### config.mk
export PLATFORM = sky130hd
export DESIGN_NAME = debounce_ii
export DESIGN_NICKNAME = d
export VERILOG_FILES = /design/src/rtl/debounce_pkg.sv /design/src/rtl/debounce_channel.sv /design/src/rtl/debounce_ii.sv
export SDC_FILE = /design/constraint.sdc
export NUM_CORES = 1
export LEC_CHECK = 0
export CORE_AREA = 2 2 39 41
export CTS_CLUSTER_DIAMETER = 80
export DETAILED_ROUTE_END_ITERATION = 8
export DIE_AREA = 0 0 41 43
export GPL_TIMING_DRIVEN = 0
export SYNTH_ARGS = -nofsm -noshare
export SYNTH_HDL_FRONTEND = slang
export SYNTH_HIERARCHICAL = 1
export SYNTH_SLANG_ARGS = --single-unit
### constraint.sdc
create_clock -name clk -period 3.39 [get_ports clk]
set_clock_uncertainty 0.2 [all_clocks]
set_input_delay 0.678 -clock clk [delete_from_list [all_inputs] [get_ports clk]]
set_output_delay 0.678 -clock clk [all_outputs]
set_load 0.05 [all_outputs]
### src/rtl/debounce_pkg.sv
// debounce_pkg
// Shared constants for the push-button debouncer: key polarity encodings
// and the default stability window length.
package debounce_pkg;

  // Keys are active-low: a pressed button pulls the line to ground.
  localparam logic KEY_PRESSED  = 1'b0;
  localparam logic KEY_RELEASED = 1'b1;

  // Two cycles of the 100 Hz system tick gives a 20 ms debounce window.
  localparam int STABLE_CYCLES_DEFAULT = 2;

endpackage : debounce_pkg

### src/rtl/debounce_channel.sv
// debounce_channel
// One debounced key. The raw level is brought into the clk domain through
// a two-flop synchronizer. It is accepted as the new stable level only
// after it has differed from the current stable level for STABLE_CYCLES
// consecutive edges. A one-cycle pulse is issued on each accepted press.
//
// Ports:
//   clk       - rising-edge clock
//   rst       - asynchronous, active-high reset
//   key       - raw button level, active-low, asynchronous to clk
//   key_pulse - registered single-cycle pulse per debounced press
module debounce_channel
  import debounce_pkg::*;
#(
  parameter int STABLE_CYCLES = STABLE_CYCLES_DEFAULT,
  parameter int CNT_W         = $clog2(STABLE_CYCLES + 1)
) (
  input  logic clk,
  input  logic rst,
  input  logic key,
  output logic key_pulse
);

  // The counter never exceeds this value: reaching it on a mismatch
  // accepts the new level and clears the counter in the same edge.
  localparam logic [CNT_W-1:0] CNT_MAX = CNT_W'(STABLE_CYCLES - 1);

  logic             s1_r;
  logic             s2_r;
  logic             stb_r;
  logic [CNT_W-1:0] cnt_r;
  logic             pulse_r;

  logic [CNT_W-1:0] cnt_s;
  logic             stb_s;
  logic             pulse_s;

  // Two-flop synchronizer; resets to the released level.
  always_ff @(posedge clk or posedge rst) begin
    if (rst) begin
      s1_r <= KEY_RELEASED;
      s2_r <= KEY_RELEASED;
    end else begin
      s1_r <= key;
      s2_r <= s1_r;
    end
  end

  // Stability counter, stable level and press-pulse next-state logic.
  always_comb begin
    cnt_s   = {CNT_W{1'b0}};
    stb_s   = stb_r;
    pulse_s = 1'b0;
    if (s2_r == stb_r) begin
      // Level agrees with the stable state: any partial run is discarded.
      cnt_s = {CNT_W{1'b0}};
    end else if (cnt_r < CNT_MAX) begin
      cnt_s = cnt_r + CNT_W'(1);
    end else begin
      // Run long enough: accept the new level. Only 1->0 is a press.
      stb_s   = s2_r;
      cnt_s   = {CNT_W{1'b0}};
      pulse_s = (s2_r == KEY_PRESSED) ? 1'b1 : 1'b0;
    end
  end

  // Debounce state and registered pulse output.
  always_ff @(posedge clk or posedge rst) begin
    if (rst) begin
      stb_r   <= KEY_RELEASED;
      cnt_r   <= {CNT_W{1'b0}};
      pulse_r <= 1'b0;
    end else begin
      stb_r   <= stb_s;
      cnt_r   <= cnt_s;
      pulse_r <= pulse_s;
    end
  end

  assign key_pulse = pulse_r;

endmodule : debounce_channel

### src/rtl/debounce_ii.sv
// debounce_ii
// Multi-channel push-button debouncer with press-edge detection. Each of
// the N active-low keys is handled by an independent debounce_channel.
//
// Ports:
//   clk       - rising-edge clock
//   rst       - asynchronous, active-high reset
//   key       - N raw button levels, active-low, asynchronous to clk
//   key_pulse - N registered one-cycle pulses, one per debounced press
module debounce_ii
  import debounce_pkg::*;
#(
  parameter int N             = 1,
  parameter int STABLE_CYCLES = STABLE_CYCLES_DEFAULT,
  parameter int CNT_W         = $clog2(STABLE_CYCLES + 1)
) (
  input  logic         clk,
  input  logic         rst,
  input  logic [N-1:0] key,
  output logic [N-1:0] key_pulse
);

  for (genvar i = 0; i < N; i++) begin : g_ch
    debounce_channel #(
      .STABLE_CYCLES (STABLE_CYCLES),
      .CNT_W         (CNT_W)
    ) u_ch (
      .clk       (clk),
      .rst       (rst),
      .key       (key[i]),
      .key_pulse (key_pulse[i])
    );
  end

endmodule : debounce_ii

==> impl_metrics.json, run 1 <==
{
  "status": "completed",
  "async_flop_share": 1.00,
  "cellLeakagePower_nw": 0.140,
  "fill_cells": 150,
  "max_freq_mhz": 447,
  "rrSetupSlack_ns": 2.14,
  "final_nets": 29,
  "path_class": "reg -> out",
  "drive_gt1_frac": 0.348,
  "p_total_w": 0.000245,
  "required_ns": 2.51,
  "cts.sinks": 6,
  "postCtsHoldBufs": 0,
  "synthCells": 16,
  "r2r-end": "g_ch[0].u_ch/stb_r",
  "grt_max_degree": 7,
  "viasPerCell": 3.54,
  "cts-buffers-inserted": 3,
  "crit_family": "buffers and inverters",
  "port_buffers": 3,
  "path_max_fanout": 1,
  "n_antenna_cell": 0,
  "ir_drop_mv": 0.291,
  "crit_path_cell_trace": "clkdlybuf4s50_1",
  "grt_pass1_vias": 121,
  "core.rowCount": 14,
  "grt_antenna_before_repair": 0,
  "syn-num-nets": 21,
  "synthTopCellsByCount": "dfrtp_1, dfstp_2, inv_1, ha_1",
  "period_share": 0.660,
  "cap_violations": 0,
  "drtIter0Drc": 2,
  "start_util": 0.167,
  "die_h_um": 43,
  "wirelength_um": 266,
  "regArea_um2": 154,
  "min_path_cells": 0,
  "place_hpwl_um": 189,
  "wire_per_inst_um": 6.82,
  "multi_input_area_um2": 66.3,
  "io_pins": 4,
  "synth_warnings": 6,
  "grt_pass1_wl_um": 489,
  "setup_viol": 0,
  "hold_path.class": "reg -> reg",
  "finalCriticalPeriod_ns": 2.24,
  "netlist_area_um2": 231,
  "synth_ff_type": "dfstp_2",
  "grt_setup_unrepaired": "false",
  "yosys_register_bits": 6,
  "track_usage": 0.0568,
  "setup.worst_path.end_class": "primary output",
  "synth.avg_cell_area_um2": 14.5,
  "crit_arrival_ns": 1.36,
  "area_growth_syn_to_layout_pct": 33.0,
  "ys_seq_area_frac": 0.665,
  "synth_area_leaders": "dfstp_2, dfrtp_1, ha_1",
  "yosysTopAreaCellShare": 0.341,
  "core_um2": 1380,
  "slowest_stage": "clkdlybuf4s50_1",
  "maxSlewHeadroom": 0.676,
  "critPathMaxStageDelay_ns": 0.79,
  "post_cts_resized": 0,
  "synth-edff-count": 0,
  "vias": 138,
  "rr_startpoint": "g_ch[0].u_ch/cnt_r[0]",
  "path_clk_slew_ns": 0.05,
  "final-hold-violation-count": 0,
  "fp.dieW_um": 41,
  "holdPathEnd": "g_ch[0].u_ch/s2_r",
  "drt.antenna.violating_nets": 0,
  "routabilityCongestion": 0.543,
  "synthDistinctLibCells": 9,
  "drc": 0,
  "worst_pin_slew_ns": 0.485,
  "r2r_cells": 3,
  "synth_top_cell_by_area": "dfstp_2",
  "crit_buf_inv": 1,
  "first_pass_iters": 3,
  "cts_max_path_buffers": 2,
  "htreeDepth": 1,
  "power_density_nw_per_um2": 794,
  "overflow": 0,
  "die_area_um2": 1760,
  "slew_viol_final": 0,
  "post_cts_buffers": 0,
  "clk_latency_ns": 0.25,
  "cts-root-buf": "clkbuf_4",
  "cts_tree": "built",
  "worstSetupStartpointType": "register",
  "hold_start": "g_ch[0].u_ch/s1_r",
  "tns_ns": 0
}
==> worst max-delay path by stage <==
stage / start / endpoint / slack (ns) / cells past startpoint
3_3_place_gp: g_ch[0].u_ch/key_pulse / key_pulse / 1.42 / 1
6_report: g_ch[0].u_ch/key_pulse / key_pulse / 1.15 / 1
5_1_grt: g_ch[0].u_ch/key_pulse / key_pulse / 1.09 / 1
4_1_cts: g_ch[0].u_ch/key_pulse / key_pulse / 1.13 / 1
2_1_floorplan: g_ch[0].u_ch/key_pulse / key_pulse / 1.93 / 0
3_5_place_dp: g_ch[0].u_ch/key_pulse / key_pulse / 1.42 / 1
==> where the power goes <==
part	switching, W	total (W)	internal, W
clock network	0.0000271	0.0000718	0.0000447
logic	0.0000341	0.0000689	0.0000348
registers	0.00000770	0.000104	0.0000961
==> placed cells by master (no fill, tap or decap), drive strengths merged <==
master,instances
xor2,1
and3,1
inv,3
dfstp,3
clkbuf,4
dfrtp,3
nor3b,1
clkdlybuf4s50,3
mux2,1
and2,1
ha,2
==> layout make-up <==
cell class / count / share of cell area
Inverter: 3 / 0.0366
Tap cell: 16 / 0.0650
Timing Repair Buffer: 3 / 0.0976
Multi-Input combinational cell: 7 / 0.215
Sequential cell: 6 / 0.500
Clock buffer: 4 / 0.0854
==> logic make-up (layout without fill, tap and decap cells) <==
group | count (synthesis) | in the layout | synth area share
flip-flops | 6 | 6 | 0.665
AND/OR/NAND/NOR | 3 | 3 | 0.0919
buffers and inverters | 3 | 10 | 0.0486
adder cells (fa/ha/maj) | 2 | 2 | 0.108
XOR/XNOR | 1 | 1 | 0.0378
multiplexers | 1 | 1 | 0.0486
==> registers in the layout, indices dropped and copies added, names as in the netlist <==
| register | count |
|---|---|
| g_ch.u_ch/stb_r | 1 |
| g_ch.u_ch/key_pulse | 1 |
| g_ch.u_ch/cnt_r | 2 |
| g_ch.u_ch/s1_r | 1 |
| g_ch.u_ch/s2_r | 1 |
==> stage by stage <==
stage,area [µm²],worst slack [ns],cells,utilization,hold slack [ns]
floorplan,231,1.93,16,-,0.145
global placement,282,1.42,35,0.203,0.148
detailed placement,282,1.42,35,0.203,0.149
CTS,308,1.13,39,0.222,0.155
global route,308,1.09,39,0.222,0.156
finish,308,1.15,39,0.222,0.154
==> per-layer routing <==
metal | vias to the layer above | wire, µm | global-route usage
met4 | 0 | 31 | 0.100
met3 | 4 | 30 | 0.0628
li1 | 63 | - | -
met1 | 65 | 90 | 0.0432
met5 | - | 0 | 0
met2 | 6 | 114 | 0.0500
Note: power is estimated with default switching activity, not from simulation.
==> run 2: changes to the inputs <==
==> constraint.sdc (replaced) <==
create_clock -name clk -period 1.9 [get_ports clk]
set_clock_uncertainty 0.2 [all_clocks]
set_input_delay 0.38 -clock clk [delete_from_list [all_inputs] [get_ports clk]]
set_output_delay 0.38 -clock clk [all_outputs]
set_load 0.05 [all_outputs]
==> run 2 against run 1 <==
Effect of this change: clock-buffer cell count unchanged; final cell count unchanged; highest routed layer unchanged; critical path type unchanged; combinational power increased by 73%; critical endpoint unchanged; clock power increased by 78%; sequential cell count unchanged; sequential share of layout area increased by 0.20 points; cell area decreased by 0.41%; sequential power increased by 78%; first-iteration DRC count unchanged.
==> impl_metrics.json, run 2 (synthesis results as in run 1) <==
{
  "status": "completed",
  "crit_arrival_ns": 1.08,
  "die_h_um": 43,
  "power_switching_w": 0.000123,
  "p_comb_frac": 0.275,
  "slowest_stage": "dlygate4sd2_1",
  "routabilityCongestion": 0.543,
  "path_clk_slew_ns": 0.05,
  "htreeDepth": 1,
  "first_pass_iters": 3,
  "post_cts_buffers": 0,
  "drt.antenna.violating_nets": 0,
  "die_area_um2": 1760,
  "cts.sinks": 6,
  "grt_setup_unrepaired": "false",
  "viasPerCell": 3.54,
  "p_int_w": 0.000309,
  "overflow": 0,
  "cap_violations": 0,
  "place_hpwl_um": 189,
  "port_buffers": 3,
  "cts-buffers-inserted": 3,
  "slew_viol_final": 0,
  "tns_ns": 0,
  "cellLeakagePower_nw": 0.144,
  "holdWs_ns": 0.127,
  "grt_pass1_vias": 121,
  "wire_per_inst_um": 6.82,
  "sw_frac_of_total": 0.284,
  "mostFrequentLayoutCells": "clkbuf_4, inv_1, dfrtp_1, dfstp_2",
  "grt_max_degree": 7,
  "final-hold-violation-count": 0,
  "maxSlewHeadroom": 0.681,
  "setup_slack_ns": 0.239,
  "place_ws_ns": 0.223,
  "power_density_nw_per_um2": 1410,
  "core_um2": 1380,
  "cts_tree": "built",
  "cts_max_path_buffers": 2,
  "drtIter0Drc": 2,
  "path_max_fanout": 1,
  "vias": 138,
  "grt_pass1_wl_um": 489,
  "fin_area_um2": 307,
  "setup.worst_path.end_class": "primary output",
  "largest_reg_flops": 2,
  "hold_path.class": "in -> async",
  "core.rowCount": 14,
  "clk_latency_ns": 0.25,
  "final_nets": 29,
  "drc": 0,
  "worstSetupStartpointType": "register",
  "clockPowerShare": 0.297,
  "largest-register": "g_ch.u_ch/cnt_r",
  "critPathMaxStageDelay_ns": 0.52,
  "n_antenna_cell": 0,
  "area_growth_syn_to_layout_pct": 32.4,
  "wirelength_um": 266,
  "crit_family": "buffers and inverters",
  "io_pins": 4,
  "path_class": "reg -> out",
  "place_area_um2": 282,
  "crit_buf_inv": 1,
  "track_usage": 0.0568,
  "start_util": 0.167,
  "period_share": 0.874,
  "required_ns": 1.32,
  "finalCriticalPeriod_ns": 1.66,
  "max_freq_mhz": 602,
  "fill_cells": 150,
  "setup_viol": 0,
  "fp.dieW_um": 41,
  "ir_drop_mv": 0.518,
  "worst_pin_slew_ns": 0.480,
  "cts-root-buf": "clkbuf_4",
  "drive_gt1_frac": 0.348,
  "crit_path_cell_trace": "dlygate4sd2_1",
  "power_frac_seq": 0.428,
  "grt_antenna_before_repair": 0,
  "postCtsHoldBufs": 0
}
[run 2: cell types whose count changed in the layout (fill, tap and decap cells not counted)]
cell,delta
clkdlybuf4s50_1,-1
dlygate4sd2_1,+1
[run 2: worst register-to-register path, cell delays in order (launching register included)]
cell	delay, ns
dfrtp_1	0.35
inv_1	0.07
ha_1	0.20
mux2_2	0.34
[run 2: final cells by class]
| type | instances | area (µm²) | share of cell area |
|---|---|---|---|
| well taps | 16 | 20.0 | 0.0653 |
| inverters | 3 | 11.3 | 0.0367 |
| clock buffers | 4 | 26.3 | 0.0857 |
| flip-flops and latches | 6 | 154 | 0.502 |
| repair buffers | 3 | 28.8 | 0.0939 |
| multi-input cells | 7 | 66.3 | 0.216 |
[run 2: worst paths after layout]
kind | from | endpoint | slack (ns) | cells past startpoint
worst min register to register | g_ch[0].u_ch/s1_r | g_ch[0].u_ch/s2_r | 0.15 | 0
worst min-delay path | rst | g_ch[0].u_ch/cnt_r[1] | 0.13 | 2
min in group clk | g_ch[0].u_ch/s1_r | g_ch[0].u_ch/s2_r | 0.15 | 0
worst max-delay path | g_ch[0].u_ch/key_pulse | key_pulse | 0.24 | 1
max in group asynchronous | rst | g_ch[0].u_ch/stb_r | 1.12 | 2
worst max register to register | g_ch[0].u_ch/cnt_r[0] | g_ch[0].u_ch/stb_r | 0.65 | 3
[run 2: power groups by stage]
| stage | logic (W) | registers (W) | clock network (W) |
|---|---|---|---|
| 2_1_floorplan | 0.0000731 | 0.000207 | 0 |
| 3_3_place_gp | 0.000120 | 0.000186 | 0 |
| 3_5_place_dp | 0.000125 | 0.000188 | 0 |
| 4_1_cts | 0.000122 | 0.000186 | 0.000136 |
| 5_1_grt | 0.000137 | 0.000191 | 0.000146 |
| 6_report | 0.000119 | 0.000185 | 0.000128 |
[run 2: layer usage]
| layer | GRT usage | up-vias | share of wire |
|---|---|---|---|
| li1 | - | 63 | - |
| met1 | 0.0432 | 65 | 0.34 |
| met5 | 0 | - | 0 |
| met4 | 0.100 | 0 | 0.12 |
| met3 | 0.0628 | 4 | 0.11 |
| met2 | 0.0500 | 6 | 0.43 |
[run 2: repair_timing]
action	CTS	global route
endpoints found under the setup margin	1	0
gates resized for setup	1	0
hold endpoints to repair	0	0
[run 2: per-stage QoR]
step	utilization	instances	power (W)
global route	0.222	39	0.000473
CTS	0.222	39	0.000444
finish	0.222	39	0.000432
floorplan	-	16	0.000280
global placement	0.203	35	0.000305
detailed placement	0.203	35	0.000313
==> run 3: changes to the inputs <==
--- a/config.mk
+++ b/config.mk
@@ -10,6 +10,7 @@
 export DETAILED_ROUTE_END_ITERATION = 8
 export DIE_AREA = 0 0 41 43
 export GPL_TIMING_DRIVEN = 0
+export MAX_ROUTING_LAYER = met4
 export SYNTH_ARGS = -nofsm -noshare
 export SYNTH_HDL_FRONTEND = slang
 export SYNTH_HIERARCHICAL = 1
==> results of run 3 <==
Same layout as run 2: the final DEF is identical, and so are final timing and power.
Among the figures that moved: final weighted congestion in routability-driven placement 0.543 -> 0.544; overall routing resource usage 0.0568 -> 0.0582
